<file path="src/rtl/conv_pe_ctrl_gen.sv">
// Sequencing controller for the CNN PE: walks element/window/filter/row loops
// with run-time bounds, MAC pipeline drain, output back-pressure and abort.
module conv_pe_ctrl_gen #(
  parameter int EW      = 4,
  parameter int WW      = 6,
  parameter int FW      = 3,
  parameter int RW      = 6,
  parameter int MAC_LAT = 2
) (
  input  logic          clk,
  input  logic          rst,
  input  logic          start,
  input  logic          abort,
  input  logic          stall,
  input  logic [EW-1:0] cfg_filt_len,
  input  logic [WW-1:0] cfg_num_win,
  input  logic [FW-1:0] cfg_num_filt,
  input  logic [RW-1:0] cfg_num_rows,
  input  logic          out_ready,
  output logic          busy,
  output logic          mac_en,
  output logic          acc_clr,
  output logic [EW-1:0] elem_idx,
  output logic [WW-1:0] win_idx,
  output logic [FW-1:0] filt_idx,
  output logic [RW-1:0] row_idx,
  output logic          out_we,
  output logic          win_done,
  output logic          filt_done,
  output logic          row_done,
  output logic          all_done,
  output logic          cfg_err
);

  typedef enum logic [2:0] {IDLE, LOAD, MAC, DRAIN, WRITE, FIN} state_t;

  // Drain counter runs 0..MAC_LAT-1; kept at least one bit wide for MAC_LAT<=1.
  localparam int DW = (MAC_LAT > 1) ? $clog2(MAC_LAT) : 1;

  state_t        state_reg;
  logic [EW-1:0] len_reg;
  logic [WW-1:0] nwin_reg;
  logic [FW-1:0] nfilt_reg;
  logic [RW-1:0] nrows_reg;
  logic [EW-1:0] elem_reg;
  logic [WW-1:0] win_reg;
  logic [FW-1:0] filt_reg;
  logic [RW-1:0] row_reg;
  logic [DW-1:0] drain_reg;

  logic cfg_ok;
  logic last_elem;
  logic win_wrap;
  logic filt_wrap;
  logic row_wrap;
  logic last_job;
  logic accept;

  assign cfg_ok    = (|cfg_filt_len) && (|cfg_num_win) && (|cfg_num_filt) && (|cfg_num_rows);
  assign last_elem = (elem_reg == len_reg - EW'(1));
  assign win_wrap  = (win_reg == nwin_reg - WW'(1));
  assign filt_wrap = (filt_reg == nfilt_reg - FW'(1));
  assign row_wrap  = (row_reg == nrows_reg - RW'(1));
  assign last_job  = win_wrap && filt_wrap && row_wrap;
  assign accept    = (state_reg == WRITE) && out_ready && !abort;

  // Abort suppresses every datapath strobe in the cycle it is seen.
  assign busy      = (state_reg != IDLE);
  assign mac_en    = (state_reg == MAC) && !stall && !abort;
  assign acc_clr   = ((state_reg == LOAD) && !abort) || (accept && !last_job);
  assign out_we    = (state_reg == WRITE) && !abort;
  assign win_done  = accept;
  assign filt_done = accept && win_wrap;
  assign row_done  = accept && win_wrap && filt_wrap;
  assign all_done  = (state_reg == FIN) && !abort;
  assign cfg_err   = (state_reg == IDLE) && start && !cfg_ok;

  assign elem_idx  = elem_reg;
  assign win_idx   = win_reg;
  assign filt_idx  = filt_reg;
  assign row_idx   = row_reg;

  always_ff @(posedge clk) begin
    if (rst) begin
      state_reg <= IDLE;
      len_reg   <= '0;
      nwin_reg  <= '0;
      nfilt_reg <= '0;
      nrows_reg <= '0;
      elem_reg  <= '0;
      win_reg   <= '0;
      filt_reg  <= '0;
      row_reg   <= '0;
      drain_reg <= '0;
    end else if (state_reg != IDLE && abort) begin
      state_reg <= IDLE;
    end else begin
      case (state_reg)
        IDLE: begin
          if (start && cfg_ok) begin
            len_reg   <= cfg_filt_len;
            nwin_reg  <= cfg_num_win;
            nfilt_reg <= cfg_num_filt;
            nrows_reg <= cfg_num_rows;
            state_reg <= LOAD;
          end
        end
        LOAD: begin
          elem_reg  <= '0;
          win_reg   <= '0;
          filt_reg  <= '0;
          row_reg   <= '0;
          drain_reg <= '0;
          state_reg <= MAC;
        end
        MAC: begin
          if (!stall) begin
            if (last_elem) begin
              drain_reg <= '0;
              state_reg <= (MAC_LAT == 0) ? WRITE : DRAIN;
            end else begin
              elem_reg <= elem_reg + EW'(1);
            end
          end
        end
        DRAIN: begin
          if (drain_reg == DW'(MAC_LAT - 1)) begin
            state_reg <= WRITE;
          end else begin
            drain_reg <= drain_reg + DW'(1);
          end
        end
        WRITE: begin
          if (out_ready) begin
            elem_reg <= '0;
            if (win_wrap) begin
              win_reg <= '0;
              if (filt_wrap) begin
                filt_reg <= '0;
                row_reg  <= row_wrap ? '0 : row_reg + RW'(1);
              end else begin
                filt_reg <= filt_reg + FW'(1);
              end
            end else begin
              win_reg <= win_reg + WW'(1);
            end
            state_reg <= last_job ? FIN : MAC;
          end
        end
        FIN:     state_reg <= IDLE;
        default: state_reg <= IDLE;
      endcase
    end
  end

endmodule

</file>
<file path="config.mk">
export PLATFORM = sky130hd
export DESIGN_NAME = conv_pe_ctrl_gen
export DESIGN_NICKNAME = d
export VERILOG_FILES = /design/src/rtl/conv_pe_ctrl_gen.sv
export SDC_FILE = /design/constraint.sdc
export NUM_CORES = 1
export LEC_CHECK = 0
export BUFFER_PORTS_ARGS = -buffer_cell sky130_fd_sc_hd__buf_2
export CAP_MARGIN = 15
export CORE_ASPECT_RATIO = 1.1
export CORE_MARGIN = 2
export CORE_UTILIZATION = 54
export DETAILED_ROUTE_END_ITERATION = 7
export PLACE_DENSITY = 0.79
export SYNTH_ARGS = -nofsm -noshare
export SYNTH_HDL_FRONTEND = slang
export SYNTH_SLANG_ARGS = --single-unit
</file>
<file path="constraint.sdc">
create_clock -name clk -period 2.9 [get_ports clk]
set_clock_uncertainty 0.2 [all_clocks]
set_input_delay 0.58 -clock clk [delete_from_list [all_inputs] [get_ports clk]]
set_output_delay 0.58 -clock clk [all_outputs]
set_load 0.01 [all_outputs]
</file>
-- Word level (Yosys, flattened, before mapping)
Cells that the tools add are included.
- register bits after elaboration: 42
- bits of input ports: 25
- logic and storage cells: 105
- add/sub/neg operators: 9
- equality and inequality tests: 17
- muxes and demuxes: 27
- bitwise operators: 1
- reduce and logical (&&, ||, !) cells: 41
- operator list (operator ; number):
    6-bit two-way mux ; 6
    3-bit two-way mux ; 9
    6-bit one-hot mux with 2 select lines ; 2
    1-bit logical AND ; 19
    3-bit one-hot mux with 5 select lines ; 1
    5-bit AND reduction ; 3
    2-bit inequality test (second input constant) ; 7
    6-bit by 1-bit adder with 6-bit output (second input constant) ; 2
    6-bit equality test ; 2
    4-bit two-way mux ; 3
    4-bit one-hot mux with 3 select lines ; 1
    6-bit OR reduction ; 2
    6-bit by 1-bit subtractor with 6-bit output (second input constant) ; 2
    3-bit nonzero test ; 3
    4-bit AND reduction ; 2
    3-bit by 2-bit equality test with 1-bit output (second input constant) ; 2
    3-bit equality test (second input constant) ; 2
    3-bit one-hot mux with 2 select lines ; 1
    3-bit AND reduction ; 2
    4-bit by 1-bit adder with 4-bit output (second input constant) ; 1
    4-bit equality test ; 1
    1-bit zero test ; 4
    4-bit OR reduction ; 1
    4-bit by 1-bit subtractor with 4-bit output (second input constant) ; 1
    14 further kinds ; 16

-- Depth between registers and ports, before layout
Gate-level depths: netlist of the first run.
- depth after elaboration: 7
- depth in mapped cells: 8
- mapped depth without buffers: 8

-- Worst setup path after synthesis of the first run
Ideal clock, no wire load.
- path kind: register to output
- from: register nfilt_reg[0]
- to: output port acc_clr
- data arrival time: 1.672 ns
- required time: 2.120 ns
- path slack: 0.448 ns
- stages on the path, launching flop included: 9
- path buffers: 0
- path through: dfxtp_1 -> inv_1 -> ha_1 -> xnor2_1 -> nor3_1 -> and4_1 -> nand4_1 -> a21oi_1 -> nor3_1
- word-level cells in the longest chain between the ends: 7
- ends and longest elaborated chain (item ; line ; RTL):
    start, declared ; 43 ; logic [FW-1:0] nfilt_reg;
    start signal, assigned ; 103 ; nfilt_reg <= cfg_num_filt;
    3-bit by 1-bit subtractor with 3-bit output ; 62 ; assign filt_wrap = (filt_reg == nfilt_reg - FW'(1));
    3-bit equality test ; 62 ;
    1-bit logical AND (2 in series) ; 64 ; assign last_job = win_wrap && filt_wrap && row_wrap;
    1-bit zero test ; 70 ; assign acc_clr = ((state_reg == LOAD) && !abort) || (accept && !last_job);
    1-bit logical AND ; 70 ;
    1-bit logical OR ; 70 ;
    end, declared ; 22 ; output logic acc_clr,
Every way passes these cells.

-- Worst setup path in the final report of the first run
- from: register nrows_reg[0]
- to: output port acc_clr
- word-level cells in the longest chain between the ends: 6
- ends and longest elaborated chain (item ; line ; RTL):
    start, declared ; 44 ; logic [RW-1:0] nrows_reg;
    start signal, assigned ; 104 ; nrows_reg <= cfg_num_rows;
    6-bit by 1-bit subtractor with 6-bit output ; 63 ; assign row_wrap = (row_reg == nrows_reg - RW'(1));
    6-bit equality test ; 63 ;
    1-bit logical AND ; 64 ;
    1-bit zero test ; 70 ;
    1-bit logical AND ; 70 ;
    1-bit logical OR ; 70 ;
Every way passes these cells.

==> results.ini, run 1 <==
[run_status]
status=finished with violations
violations=setup timing

[cts]
cts_tree=yes
cts_made_buffers=5
cts_max_level=2
cts-root-buf=clkbuf_8
cts_sinks=42
path_clk_slew_ps=80
clock_latency_ps=300
ctsLongestPathBuffers=2
hold_buffers=0

[logic_synthesis]
ys.flop_type=dfxtp_1
netlist_instances=283
ys_types=59
synthTopCellsByCount=42 x dfxtp_1, 34 x nor2_1, 22 x xnor2_1
post-synth-top-count-cell=dfxtp_1
syn-num-nets=316
ys_seq_area_share_pct=34.0
synth_top_area_share_pct=34.0
synth_edf_count=0
syn_area_mm2=0.00247
yosysWarnings=0
synthTopCellsByArea=dfxtp_1 34%, mux2i_1 8.5%, xnor2_1 7.8%
ys_ff_latch=42
synthArstFlopShare_pct=0
yosysTopAreaCell=dfxtp_1
avgSynthCellArea_um2=8.73

[setup_path]
crit_slowest_cell=or3_4
ff2ff_setup_slack_ps=190
path_cells=or3_4, o31a_1, a211oi_2, nand4_1, a21oi_2, nor3_1, buf_2
crit_buf_inv=1
crit_path_end=acc_clr
crit_fanout=4
reg2regPathDepth=9
worstPathArrival_ps=2160
cp_top_family=compound AO/OA/AOI/OAI gates
cp_slowest_stage_delay_ps=400
r2r-start=filt_idx[2]
cp-end-kind=primary output
crit_type=flip-flop to primary output
cp.depth=7
r2r_end=row_idx[5]
critPathLaunchType=flip-flop
crit_start=nrows_reg[0]
cp.required_ps=2120

[floorplan]
coreArea_mm2=0.00435
num_io_pins=53
chipWidth_um=68.5
dieArea_mm2=0.00513
initial_core_util_pct=56.8
fp-row-count=25
die_h_um=75.0

[timing]
fmax_ghz=0.340
min_period_ps=2940
layout_worst_path_cycle_share_pct=102
hold_viol=0
finalSetupViolCount=1
tightest_slew_ps=739
drv_slew=0
holdWs_ps=296
rsz0062_at_grt=true
setup_ws_ps=-43.6
slew_headroom_pct=49.5

[routing]
wl_met2_mm=2.89
dr_total_vias=2330
antenna_left=0
wirelength_mm=6.03
wl_met1_mm=2.65
top_layer_used=met4
first_pass_iters=4
avgRoutedWirePerCell_um=15.1
via_per_inst=5.84
drcViolationCount=0
drt_iter0_markers=217
wl_met3_um=382

[placement]
hpwlAfterDp_mm=4.36
place_area_mm2=0.00280
gp_congestion=0.834
io_buffers=52

[job]
cap_violations=0

[worst_hold_path]
hp-class=flip-flop to flip-flop

[grt]
antenna_found_initial=0
track_usage_pct=24.3
overflow=0
grt_start_max_net_pins=35
grt_pass1_vias=2046
grt_pass1_wl_mm=9.27

[power]
power.density_mw_per_mm2=546
p_sw_w=0.000580
leakage_nw=1.34
internal_power_w=0.00107
peakVddDrop_uv=348
p_sw_share_pct=35.1
pwr-share-comb_pct=34.2
clock_power_share_pct=23.7
power_frac_seq_pct=42.2

[layout]
antennaDiodeCount=0
postLayoutCellArea_mm2=0.00303
fillCellCount=358
area_growth_pct=22.5
drive_gt1_share_pct=29.6
nets=377

-- stage by stage --
step | std cells | setup TNS [ps] | utilization [%] | worst slack, ps | total power (W)
floorplan | 283 | 0 | - | 448 | 0.00107
global placement | 383 | 0 | 64.3 | 123 | 0.00119
detailed placement | 383 | 0 | 64.3 | 142 | 0.00120
CTS | 394 | 0 | 67.4 | 5.30 | 0.00159
global route | 399 | -145 | 69.6 | -135 | 0.00173
finish | 399 | -43.6 | 69.6 | -43.6 | 0.00165
-- how the worst min path moves through the flow --
stage                    startpoint           end  slack (ps)  depth (start not counted)
detailed placement        drain_reg     drain_reg         300                          2
global placement       nfilt_reg[1]  nfilt_reg[1]         280                          2
CTS                       drain_reg     drain_reg         310                          2
floorplan                 drain_reg     drain_reg         260                          2
global route        cfg_num_rows[3]  nrows_reg[3]         320                          3
finish                  filt_idx[2]   filt_idx[2]         300                          2
-- placed cells by master, fill, tap and decap left out, types with 8 or more instances in the layout --
master / Yosys / final
dfxtp_1: 42 / 35
nor2_1: 34 / 34
o21ai_0: 8 / 8
inv_1: 15 / 14
buf_2: 4 / 52
mux2i_1: 21 / 21
buf_4: 2 / 13
xor2_1: 8 / 8
nor3_1: 18 / 17
a21oi_1: 13 / 12
xnor2_1: 22 / 21
nand2_1: 8 / 8
-- logic make-up after synthesis --
family                     Yosys count  synth area share (%)
and+or+nand+nor                     99                  21.6
DFF                                 42                  34.0
xor gates and xnor gates            31                  11.6
adders and majority gates            8                  4.05
AOI/OAI and AO/OA                   55                  15.6
muxes                               21                  8.51
buffers and inverters               27                  4.66
-- layout make-up --
cell class,instances,area (um^2),area share (%)
Sequential cell,42,852,28.2
Clock buffer,5,68.8,2.27
Multi-Input combinational cell,214,1580,52.3
Timing Repair Buffer,66,378,12.5
Clock inverter,3,21.3,0.703
Tap cell,54,67.6,2.23
Inverter,15,56.3,1.86
-- metal layers --
metal	global-route usage, %	vias up
li1	-	1145
met1	31.9	1086
met2	40.0	86
met3	4.93	13
met4	7.33	0
met5	0	-
-- power groups by stage --
stage	logic (W)	clock network [W]	registers, W
3_5_place_dp	0.000496	0	0.000706
3_3_place_gp	0.000484	0	0.000702
6_report	0.000564	0.000391	0.000697
5_1_grt	0.000613	0.000414	0.000704
4_1_cts	0.000510	0.000391	0.000693
2_1_floorplan	0.000394	0	0.000677
-- repair_timing --
item                                    CTS  global route
gates resized for setup                   6            16
setup buffers                             3             5
pin swaps                                 5            10
endpoints found under the setup margin    2             3
-- worst reg2reg max path: cells and delay by family (launching register included) --
family,cells,cell delay [ps]
and+or+nand+nor,3,790
buffers and inverters,3,340
DFF,1,360
AOI/OAI and AO/OA,2,530
xor gates and xnor gates,1,440
(Power assumes the default switching activity.)
==> inputs of run 2 (changes only) <==
- ABC_CLOCK_PERIOD_IN_PS: unset -> 2900
- PLACE_DENSITY: 0.79 -> 0.76
- REMOVE_ABC_BUFFERS: unset -> 1
==> run 2 against run 1 <==
Effect of this change:
- the flow still finishes with violations (setup timing)
- wire length up 0.55%
- sequential share of layout area about the same
- sequential cell count unchanged
- setup slack better by 35 ps
- highest routed layer unchanged
==> results.ini, run 2 (synthesis gave the netlist of run 1 again) <==
[cts]
ctsLongestPathBuffers=2
clock_latency_ps=290
cts_tree=yes
cts_max_level=2
cts-root-buf=clkbuf_8
hold_buffers=0
cts_sinks=42
path_clk_slew_ps=80
cts_made_buffers=5

[routing]
dr_total_vias=2299
avgRoutedWirePerCell_um=15.2
via_per_inst=5.76
drcViolationCount=0
wirelength_mm=6.06
first_pass_iters=5
antenna_left=0
drt_iter0_markers=144

[run_status]
violations=setup timing
status=finished with violations

[job]
cap_violations=0

[timing]
layout_worst_path_cycle_share_pct=100
rsz0062_at_grt=true
tightest_slew_ps=629
finalSetupViolCount=1
fmax_ghz=0.344
drv_slew=0
min_period_ps=2910
hold_viol=0
slew_headroom_pct=57.0
holdWs_ps=296
setup_ws_ps=-8.16

[grt]
grt_pass1_wl_mm=9.63
gr-max-usage-layer=met2
grt_start_max_net_pins=35
track_usage_pct=24.8
grtUsageMet1_pct=29.1
antenna_found_initial=0
overflow=0
grtUsageMet3_pct=4.33
grt_pass1_vias=2154
gr-usage-met2_pct=44.7

[setup_path]
crit_fanout=3
cp-end-kind=primary output
crit_slowest_cell=or3_4
path_cells=or3_4, o31a_1, a211oi_2, nand4_1, a21oi_2, nor3_2, buf_2
worstPathArrival_ps=2130
cp.required_ps=2120
crit_type=flip-flop to primary output
cp_slowest_stage_delay_ps=390
critPathLaunchType=flip-flop

[placement]
dp_cells=383
gp_congestion=0.944
place_ws_ps=116
place_area_mm2=0.00280
hpwlAfterDp_mm=4.30
io_buffers=52

[floorplan]
fp-row-count=25
coreArea_mm2=0.00435
dieArea_mm2=0.00513
die_h_um=75.0
initial_core_util_pct=56.8
num_io_pins=53
chipWidth_um=68.5

[layout]
drive_gt1_share_pct=28.1
finalNonFillerCells=399
final_cell_mix=52 x buf_2, 36 x dfxtp_1, 34 x nor2_1
antennaDiodeCount=0
nets=378
area_growth_pct=22.5
postLayoutCellArea_mm2=0.00303
layout_commonest_cell=buf_2

[power]
power.density_mw_per_mm2=565
peakVddDrop_uv=345
leakage_nw=1.35

[worst_hold_path]
hp-class=flip-flop to flip-flop

==> run 2: cell count changes in the layout (fill, tap and decap cells not counted), sizes merged <==
cell	change
buf	+1
clkinvlp	-1
bufinv	+1
clkbuf	+1
clkinv	-2
==> run 2: final timing paths <==
kind,start,endpoint,slack (ps),cells past startpoint
setup / recovery,nrows_reg[1],acc_clr,-8,7
hold / removal,drain_reg,drain_reg,300,2
setup reg to reg,nfilt_reg[0],row_idx[1],360,10
hold reg to reg,drain_reg,drain_reg,300,2
==> run 2: repair_timing <==
item                                    in CTS  in global routing
pin swaps                                    5                  7
gates resized for setup                      6                 11
endpoints found under the setup margin       1                  2
endpoints found under the hold margin        0                  0
setup buffers                                3                  6
==> run 2: layer usage <==
layer  wire length (um)  vias to the layer above
li1                   -                     1139
met1               2570                     1091
met2               3130                       56
met3                241                       13
met4                125                        0
met5                  0                        -
==> run 2: final cells by class <==
cell class,count,area [um^2]
Multi-Input combinational cell,214,1550
Fill cell,356,1320
Sequential cell,42,853
Timing Repair Buffer,67,385
Clock buffer,6,82.6
Tap cell,54,67.6
Inverter,15,56.3
Clock inverter,1,30.0
==> run 2: critical path: cells and delay by family, from the launching register on <==
family          cells  cell delay, ps
compound gates      3             700
buf+inv             1             150
flops               1             330
simple gates        3             650
==> run 2: power breakdown <==
part | switching [W] | internal, W
combinational | 0.000275 | 0.000271
clock | 0.000193 | 0.000275
sequential | 0.0000688 | 0.000627
==> run 2: metrics by stage <==
stage / utilization, % / TNS [ps] / power [W]
floorplan: - / 0 / 0.00105
global placement: 64.3 / 0 / 0.00118
detailed placement: 64.3 / 0 / 0.00119
CTS: 67.9 / 0 / 0.00168
global route: 69.6 / -118 / 0.00181
finish: 69.6 / -8.16 / 0.00171
==> inputs of run 3 (changes only) <==
- CORE_UTILIZATION: 54 -> 50
- GPL_ROUTABILITY_DRIVEN: unset -> 0
- PLACE_DENSITY: 0.76 -> 0.71
- RECOVER_POWER: unset -> 50
==> run 3 against run 2 <==
Effect of this change:
- the flow still finishes with violations (setup timing)
- via count down 1.3%
- register-to-register slack about the same
- count of clock-buffer cells in the layout unchanged
- sequential power about the same
- die area up 7.5%
- combinational power up 1%
- largest cell class unchanged
- global-route usage down 3.4 points
- first-iteration DRC count down 24%
- non-clock buffer count unchanged
- total power down 3.8%
==> results.ini, run 3 (synthesis gave the netlist of run 1 again) <==
[routing]
avgRoutedWirePerCell_um=14.4
wirelength_mm=5.77
drt_iter0_markers=110
first_pass_iters=4
via_per_inst=5.65
antenna_left=0
dr_total_vias=2270
drcViolationCount=0

[timing]
drv_slew=0
layout_worst_path_cycle_share_pct=101
setup_ws_ps=-26.2
hold_viol=0
rsz0062_at_grt=true
fmax_ghz=0.342
setup_tns_ps=-26.2
min_period_ps=2930
finalSetupViolCount=1
tightest_slew_ps=634
slew_headroom_pct=57.8

[power]
p_sw_share_pct=33.5
internal_power_w=0.00109
power_frac_seq_pct=42.1
p_sw_w=0.000551
power.density_mw_per_mm2=544
peakVddDrop_uv=459
pwr-share-comb_pct=33.7
leakage_nw=1.27
clock_power_share_pct=24.2

[placement]
place_area_mm2=0.00282
hpwlAfterDp_mm=4.11
io_buffers=52

[setup_path]
cp_slowest_stage_delay_ps=350
crit_type=flip-flop to primary output
cp.required_ps=2120
crit_fanout=4
crit_slowest_cell=dfxtp_2
cp-end-kind=primary output
path_cells=inv_1, ha_2, xnor2_1, a211oi_2, and4_1, nand4_1, a21oi_2, nor3_2, buf_2
worstPathArrival_ps=2150
critPathLaunchType=flip-flop
ff2ff_setup_slack_ps=370

[layout]
postLayoutCellArea_mm2=0.00302
final_cell_mix=37 x dfxtp_1, 34 x nor2_1, 34 x buf_2
drive_gt1_share_pct=24.0
layout_commonest_cell=dfxtp_1
area_growth_pct=22.3
nets=378
fillCellCount=407
antennaDiodeCount=0

[cts]
clock_latency_ps=300
hold_buffers=0
cts_tree=yes
cts_sinks=42
cts_max_level=2
ctsLongestPathBuffers=2
cts_made_buffers=5
cts-root-buf=clkbuf_8
path_clk_slew_ps=90

[grt]
overflow=0
grt_pass1_wl_mm=9.60
grt_start_max_net_pins=35
grt_pass1_vias=2065
track_usage_pct=21.4
antenna_found_initial=0

[job]
cap_violations=0

[floorplan]
die_h_um=77.7
fp-row-count=26
chipWidth_um=71.0
initial_core_util_pct=52.4
coreArea_mm2=0.00472
dieArea_mm2=0.00552
num_io_pins=53

[run_status]
violations=setup timing
status=finished with violations

[worst_hold_path]
hp-class=flip-flop to flip-flop

-- run 3: timing repair --
item,in CTS,in global routing
pin swaps,6,5
endpoints found under the setup margin,2,4
gates resized for setup,11,9
setup buffers,4,3
-- run 3: power groups by stage --
stage	Clock, W	Sequential (W)	Combinational, W
6_report	0.000398	0.000693	0.000554
3_3_place_gp	0	0.000702	0.000490
2_1_floorplan	0	0.000689	0.000363
5_1_grt	0.000428	0.000702	0.000605
4_1_cts	0.000408	0.000691	0.000532
3_5_place_dp	0	0.000703	0.000497
-- run 3: path summary, 6_finish.rpt --
check | start | endpoint | cells past startpoint
max reg2reg | nfilt_reg[0] | row_idx[5] | 10
max | nrows_reg[0] | acc_clr | 9
min | row_idx[5] | row_idx[5] | 2
min reg2reg | row_idx[5] | row_idx[5] | 2
-- run 3: cell type report --
type                    count  area (um^2)  share of cell area [%]
clock inverters             2         12.5                   0.414
repair buffers             67          363                    12.0
clock buffers               6         82.6                    2.73
inverters                  15         56.3                    1.86
multi-input cells         214         1590                    52.6
flip-flops and latches     42          850                    28.1
well taps                  56         70.1                    2.32
-- run 3: worst max-delay path: cells and delay by family, from the launching register on --
kind | cells | cell delay, ps
xor gates and xnor gates | 1 | 140
and+or+nand+nor | 3 | 500
AOI/OAI and AO/OA | 2 | 460
DFF | 1 | 350
buffers and inverters | 2 | 190
adders and majority gates | 1 | 210
-- run 3: metal layers --
layer	part of all wire [%]	vias to the layer above	wire length, um	GRT usage, %
met2	48	50	2760	35.3
met1	46	1073	2650	27.4
li1	-	1139	-	-
met3	4.1	8	238	4.03
met5	0	-	0	0
met4	2.1	0	122	8.30
-- run 3: stage by stage --
| stage | power, W | std cells | utilization [%] | hold slack [ps] | setup WS [ps] |
|---|---|---|---|---|---|
| 6_report | 0.00164 | 402 | 64.1 | 311 | -26.2 |
| 3_3_place_gp | 0.00119 | 387 | 59.7 | 280 | -5.29 |
| 4_1_cts | 0.00163 | 399 | 63.1 | 302 | 1.95 |
| 2_1_floorplan | 0.00105 | 271 | - | 254 | 270 |
| 3_5_place_dp | 0.00120 | 387 | 59.7 | 297 | 15.3 |
| 5_1_grt | 0.00174 | 402 | 64.1 | 332 | -114 |
